<file path="src/rtl/risc16_mmio_uart.sv">
// risc16_mmio_uart: memory-mapped I/O slave for the risc16p data bus.
// Decodes 0x0200-0x020F and provides a 24-bit LED register plus a transmit-only
// 8N1 UART with a holding buffer.
// Optional build macro RISC16_MMIO_TXFIFO_EN: when defined, the holding buffer
// is a 4-entry FIFO; otherwise it is a single holding register.
module risc16_mmio_uart #(
  parameter int CLK_HZ = 25_000_000,
  parameter int BAUD   = 115200
) (
  input  logic        clk,
  input  logic        rst_n,
  input  logic [15:0] daddr,
  input  logic [15:0] ddout,
  input  logic        dwe,
  input  logic        doe,
  output logic        mmio_sel,
  output logic [15:0] mmio_rdata,
  output logic [23:0] led,
  output logic        uart_tx
);

  localparam int DIV = CLK_HZ / BAUD;
  localparam int CW  = (DIV > 1) ? $clog2(DIV) : 1;
  localparam logic [CW-1:0] DIV_M1 = CW'(DIV - 1);

  if (DIV < 2) begin : g_div_chk
    $error("risc16_mmio_uart: CLK_HZ / BAUD must be at least 2");
  end

  typedef enum logic [1:0] {S_IDLE, S_START, S_DATA, S_STOP} state_t;

  state_t          r_state, w_state_nxt;
  logic [CW-1:0]   r_baud, w_baud_nxt;
  logic [2:0]      r_bit, w_bit_nxt;
  logic [7:0]      r_shift, w_shift_nxt;
  logic            r_tx, w_tx_nxt;
  logic [23:0]     r_led;
  logic            r_ovf;

  logic            w_sel, w_wr, w_push_req, w_push, w_pop;
  logic            w_full, w_empty, w_busy, w_tick;
  logic [2:0]      w_reg;
  logic [7:0]      w_head;
  logic            w_unused;

  assign w_sel      = (daddr[15:4] == 12'h020);
  assign w_reg      = daddr[3:1];
  assign w_unused   = daddr[0];
  assign w_wr       = dwe & w_sel;
  assign w_push_req = w_wr & (w_reg == 3'd2);
  // A write while full is dropped even if the FSM pops in the same cycle.
  assign w_push     = w_push_req & ~w_full;
  assign w_tick     = (r_baud == '0);
  assign w_busy     = (r_state != S_IDLE) | ~w_empty;

`ifdef RISC16_MMIO_TXFIFO_EN
  logic [7:0] r_mem [4];
  logic [1:0] r_wp, r_rp;
  logic [2:0] r_cnt;

  assign w_full  = (r_cnt == 3'd4);
  assign w_empty = (r_cnt == 3'd0);
  assign w_head  = r_mem[r_rp];

  // FIFO storage: data only, no reset needed.
  always_ff @(posedge clk) begin
    if (w_push) r_mem[r_wp] <= ddout[7:0];
  end

  // FIFO pointers and occupancy; pointers wrap naturally modulo 4.
  always_ff @(posedge clk or negedge rst_n) begin
    if (!rst_n) begin
      r_wp  <= '0;
      r_rp  <= '0;
      r_cnt <= '0;
    end else begin
      if (w_push) r_wp <= r_wp + 2'd1;
      if (w_pop)  r_rp <= r_rp + 2'd1;
      case ({w_push, w_pop})
        2'b10:   r_cnt <= r_cnt + 3'd1;
        2'b01:   r_cnt <= r_cnt - 3'd1;
        default: r_cnt <= r_cnt;
      endcase
    end
  end
`else
  logic [7:0] r_hold;
  logic       r_hv;

  assign w_full  = r_hv;
  assign w_empty = ~r_hv;
  assign w_head  = r_hold;

  // Holding register contents: data only, no reset needed.
  always_ff @(posedge clk) begin
    if (w_push) r_hold <= ddout[7:0];
  end

  // Holding register valid bit; push and pop never coincide (push needs it clear).
  always_ff @(posedge clk or negedge rst_n) begin
    if (!rst_n)      r_hv <= 1'b0;
    else if (w_push) r_hv <= 1'b1;
    else if (w_pop)  r_hv <= 1'b0;
  end
`endif

  // LED register writes.
  always_ff @(posedge clk or negedge rst_n) begin
    if (!rst_n) begin
      r_led <= '0;
    end else if (w_wr && (w_reg == 3'd0)) begin
      r_led[15:0] <= ddout;
    end else if (w_wr && (w_reg == 3'd1)) begin
      r_led[23:16] <= ddout[7:0];
    end
  end

  // Sticky overflow flag: set by a dropped TXDATA write, cleared by any STATUS write.
  always_ff @(posedge clk or negedge rst_n) begin
    if (!rst_n)                            r_ovf <= 1'b0;
    else if (w_push_req && w_full)         r_ovf <= 1'b1;
    else if (w_wr && (w_reg == 3'd3))      r_ovf <= 1'b0;
  end

  // UART next-state logic; serial bit is a registered function of the current state.
  always_comb begin
    w_state_nxt = r_state;
    w_baud_nxt  = r_baud;
    w_bit_nxt   = r_bit;
    w_shift_nxt = r_shift;
    w_pop       = 1'b0;
    w_tx_nxt    = 1'b1;
    case (r_state)
      S_IDLE: begin
        if (!w_empty) begin
          w_pop       = 1'b1;
          w_shift_nxt = w_head;
          w_baud_nxt  = DIV_M1;
          w_state_nxt = S_START;
        end
      end
      S_START: begin
        w_tx_nxt = 1'b0;
        if (w_tick) begin
          w_baud_nxt  = DIV_M1;
          w_bit_nxt   = 3'd0;
          w_state_nxt = S_DATA;
        end else begin
          w_baud_nxt = r_baud - CW'(1);
        end
      end
      S_DATA: begin
        w_tx_nxt = r_shift[0];
        if (w_tick) begin
          w_baud_nxt  = DIV_M1;
          w_shift_nxt = {1'b0, r_shift[7:1]};
          if (r_bit == 3'd7) w_state_nxt = S_STOP;
          else               w_bit_nxt   = r_bit + 3'd1;
        end else begin
          w_baud_nxt = r_baud - CW'(1);
        end
      end
      S_STOP: begin
        if (w_tick) begin
          if (!w_empty) begin
            // Chain straight into the next frame with no idle cycle.
            w_pop       = 1'b1;
            w_shift_nxt = w_head;
            w_baud_nxt  = DIV_M1;
            w_state_nxt = S_START;
          end else begin
            w_state_nxt = S_IDLE;
          end
        end else begin
          w_baud_nxt = r_baud - CW'(1);
        end
      end
      default: w_state_nxt = S_IDLE;
    endcase
  end

  // UART control state and registered serial output.
  always_ff @(posedge clk or negedge rst_n) begin
    if (!rst_n) begin
      r_state <= S_IDLE;
      r_baud  <= '0;
      r_bit   <= '0;
      r_tx    <= 1'b1;
    end else begin
      r_state <= w_state_nxt;
      r_baud  <= w_baud_nxt;
      r_bit   <= w_bit_nxt;
      r_tx    <= w_tx_nxt;
    end
  end

  // Transmit shift register: data only, no reset needed.
  always_ff @(posedge clk) begin
    r_shift <= w_shift_nxt;
  end

  // Zero-latency read mux, forced to 0 outside the window or without a read strobe.
  always_comb begin
    mmio_rdata = 16'h0000;
    if (doe && w_sel) begin
      case (w_reg)
        3'd0:    mmio_rdata = r_led[15:0];
        3'd1:    mmio_rdata = {8'h00, r_led[23:16]};
        3'd3:    mmio_rdata = {13'b0, r_ovf, w_full, w_busy};
        default: mmio_rdata = 16'h0000;
      endcase
    end
  end

  assign mmio_sel = w_sel;
  assign led      = r_led;
  assign uart_tx  = r_tx;

endmodule
</file>
<file path="config.mk">
export PLATFORM = sky130hd
export DESIGN_NAME = risc16_mmio_uart
export DESIGN_NICKNAME = d
export VERILOG_FILES = /design/src/rtl/risc16_mmio_uart.sv
export SDC_FILE = /design/constraint.sdc
export NUM_CORES = 1
export LEC_CHECK = 0
export CAP_MARGIN = 20
export CORE_UTILIZATION = 40
export DETAILED_ROUTE_END_ITERATION = 12
export PLACE_DENSITY = 0.7
export RECOVER_POWER = 50
export SETUP_SLACK_MARGIN = 0.2
export SLEW_MARGIN = 15
export SYNTH_ARGS = -nofsm -noshare
export SYNTH_HDL_FRONTEND = slang
export SYNTH_SLANG_ARGS = --single-unit
</file>
<file path="constraint.sdc">
create_clock -name clk -period 3.8 [get_ports clk]
set_input_delay 0.38 -clock clk [delete_from_list [all_inputs] [get_ports clk]]
set_output_delay 0.38 -clock clk [all_outputs]
set_load 0.05 [all_outputs]
</file>
==> flow_metrics.tcl, run 1 <==
set metrics [dict create \
    clock-sinks 56 \
    fin_skew_ps 9.81 \
    start_util_pct 42.0 \
    hold_ws_ps 474 \
    synth_compound_gate_area_share_pct 11.7 \
    numCtsBuffers 5 \
    setup_violations 0 \
    maxSlewHeadroom_pct -45.8 \
    cts-htree-levels 2 \
    hpwl_mm 4.53 \
    fin_crit_ps 3360 \
    synth_area_sq_um 2900 \
    synth_area_leader_cell "dfrtp_1" \
    synth_top_area_share_pct 33.6 \
    yosysUniqueCellTypes 46 \
    worst_slew_pin_slew_ps 2190 \
    post-route-period-util_pct 88.5 \
    fmax_mhz 297 \
    post_cts_buffers 0 \
    worstSetupPathType "input port to output pin" \
    drt_iter0_drc 101 \
    core-area_sq_um 6910 \
    seqPwrFrac_pct 62.3 \
    drive_gt1_share_pct 17.9 \
    rsz0062_at_grt "no" \
    cts_resized 0 \
    antenna_found_initial 0 \
    grt_start_max_net_pins 41 \
    synth_common_cells "dfrtp_1, mux2_2, edfxtp_1, nor2_1, a22o_1" \
    clk_latency_ps 310 \
    cp-end-kind "output pin" \
    p_comb_share_pct 6.1 \
    synth-xor-area-share_pct 0.302 \
    route.detailed.drc 0 \
    gp_congestion 0.801 \
    synth_fp_nets 283 \
    max_stage_delay_ps 810 \
    first_pass_iters 5 \
    cp-start-kind "input port" \
    hold_path_class "register to register" \
    die_y_um 87.2 \
    power.density_nw_per_um2 260 \
    final_hold_viol_count 0 \
    finalNetCount 362 \
    io_pins 78 \
    synth_area_per_cell_sq_um 12.2 \
    synth_area_leaders "dfrtp_1, edfxtp_1, mux2_2, mux2_4, ha_1" \
    yosys.area_share.adder_pct 3.88 \
    vias_per_cell 5.17 \
    diodes 0 \
    cts_root_buf "clkbuf_8" \
    die_x_um 87.2 \
    power_frac_clock_pct 31.6 \
    syn_inst 238 \
    swShare_pct 21.2 \
    hold_buffers 0 \
    rows 30 \
    clkSlewWorstSetupHoldPaths_ps 90 \
    power.leakage_uw 0.00167 \
    path_cells "clkdlybuf4s50_1, nor4_4, nand3b_1, or3_2, nor2_1, clkdlybuf4s50_1" \
    wl_per_cell_um 15.1 \
    grt_pass1_wl_mm 10.1 \
    io_buffers 76 \
    synth_top_family_by_area "simple AND/OR/NAND/NOR gates" \
    grt_overflow 0 \
    syn2layout_area_growth_pct 31.4 \
    p_switching_uw 210 \
    fin_tns_setup_ps 0 \
    synth-seq-cells 56 \
    grt_usage_pct 17.4 \
    synth-simple-area-share_pct 15.6 \
    ir_worst_vdd_mv 0.168 \
    dominantRegCellSynth "dfrtp_1" \
    cts_buffer_depth 2 \
    synth_edf_count 16 \
    violations "capacitance limit, slew limit" \
    synthArstFlopShare_pct 71.4 \
    synth_mux_area_share_pct 14.9 \
    slowest_stage "clkdlybuf4s50_1" \
    dieArea_sq_um 7600 \
    synth.most_common_cell "dfrtp_1" \
    grt_pass1_vias 2123 \
    cts_tree "yes" \
    timing_max_transition_violations_final 41 \
    max-cap-violations 1 \
    yosysSeqAreaShare_pct 51.1 \
    critPathRequiredTime_ps 3420 \
    path_max_fanout 7 \
    crit_arrival_ps 2980 \
    status "complete, but fails checks" \
    ys_warn_count 0 \
    crit_top_cell "clkdlybuf4s50_1" \
    p_int_uw 782 \
    antenna_violating_nets_post_route 0 \
    wl_mm 6.24 \
    vias 2139 \
]
per-stage QoR:
| stage | utilization [%] | cell area (sq um) | worst slack, ps | cells | total power, uW |
|---|---|---|---|---|---|
| after floorplan | - | 2900 | 1370 | 238 | 643 |
| after global placement | 54.3 | 3750 | 587 | 406 | 693 |
| after detailed placement | 54.3 | 3750 | 580 | 406 | 694 |
| after global routing | 55.3 | 3820 | 333 | 414 | 1030 |
| after CTS | 55.5 | 3830 | 579 | 414 | 1010 |
| final | 55.3 | 3820 | 436 | 414 | 992 |
placed cells by master (no fill, tap or decap), types with 3 or more instances in the layout:
cell type and n:
inv_1 9, mux2_2 17, clkdlybuf4s50_1 36, dlygate4sd3_1 31
a31oi_1 4, mux2_4 10, ha_1 9, and2_1 11
o21ai_0 10, dfrtp_1 39, mux2i_1 9, nor4_4 3
buf_4 12, nor3_1 10, clkbuf_1 3, a21oi_1 7
nor2_1 16, nor2b_1 3, clkbuf_8 5, nand2_1 11
edfxtp_1 16, a22o_1 12
power by group through the flow:
| stage | logic (uW) | clock network (uW) | registers (uW) |
|---|---|---|---|
| final | 60.4 | 313 | 618 |
| after global routing | 65.3 | 350 | 618 |
| after CTS | 63.9 | 326 | 618 |
| after detailed placement | 63.9 | 0 | 630 |
| after global placement | 63.0 | 0 | 630 |
| after floorplan | 11.7 | 0 | 631 |
registers in the layout, indices dropped and copies added (netlist names), 2 cells and up:
name / cells
led: 24
r_baud: 8
r_bit: 3
r_hold: 8
r_shift: 8
r_state: 2
logic make-up (layout without fill, tap and decap cells):
group | count (synthesis) | count (layout)
XOR/XNOR | 1 | 1
multiplexers | 36 | 36
flip-flops | 56 | 56
buffers and inverters | 17 | 97
adder cells (fa/ha/maj) | 9 | 9
AND/OR/NAND/NOR | 70 | 70
AO/OA/AOI/OAI | 49 | 49
area by class of cell:
cell class | instances | area [sq um]
clock buffers | 7 | 76.3
clock inverters | 1 | 5.00
fillers | 631 | 3090
inverters | 9 | 33.8
multi-input cells | 165 | 1330
flip-flops and latches | 56 | 1480
well taps | 96 | 120
repair buffers | 80 | 764
critical path: cells and delay by family:
family	cells	cell delay, ps
buffers and inverters	2	1250
AND/OR/NAND/NOR	4	1360
final timing paths:
check                                start       endpoint  slack [ps]  cells past startpoint
worst max-delay path              daddr[5]  mmio_rdata[6]         440                      6
worst max register to register   r_baud[4]     r_shift[2]        1130                      4
max in group asynchronous            rst_n         led[1]        1850                      1
worst min register to register  r_shift[0]        uart_tx         470                      2
worst min-delay path            r_shift[0]        uart_tx         470                      2
min in group asynchronous            rst_n      r_baud[4]         700                      1
per-layer routing:
layer / vias up / track usage (%) / part of all wire (%)
met4: 0 / 5.22 / 1.7
met3: 11 / 4.55 / 5.1
met5: - / 0 / 0
met1: 1037 / 23.2 / 46
met2: 50 / 27.8 / 47
li1: 1041 / - / -
(Power assumes the default switching activity.)
==> inputs of run 2 (changes only) <==
- SKIP_CTS_REPAIR_TIMING: not set -> 1
==> results of run 2 <==
Same layout as run 1: the final DEF is identical, and so are final timing and power.
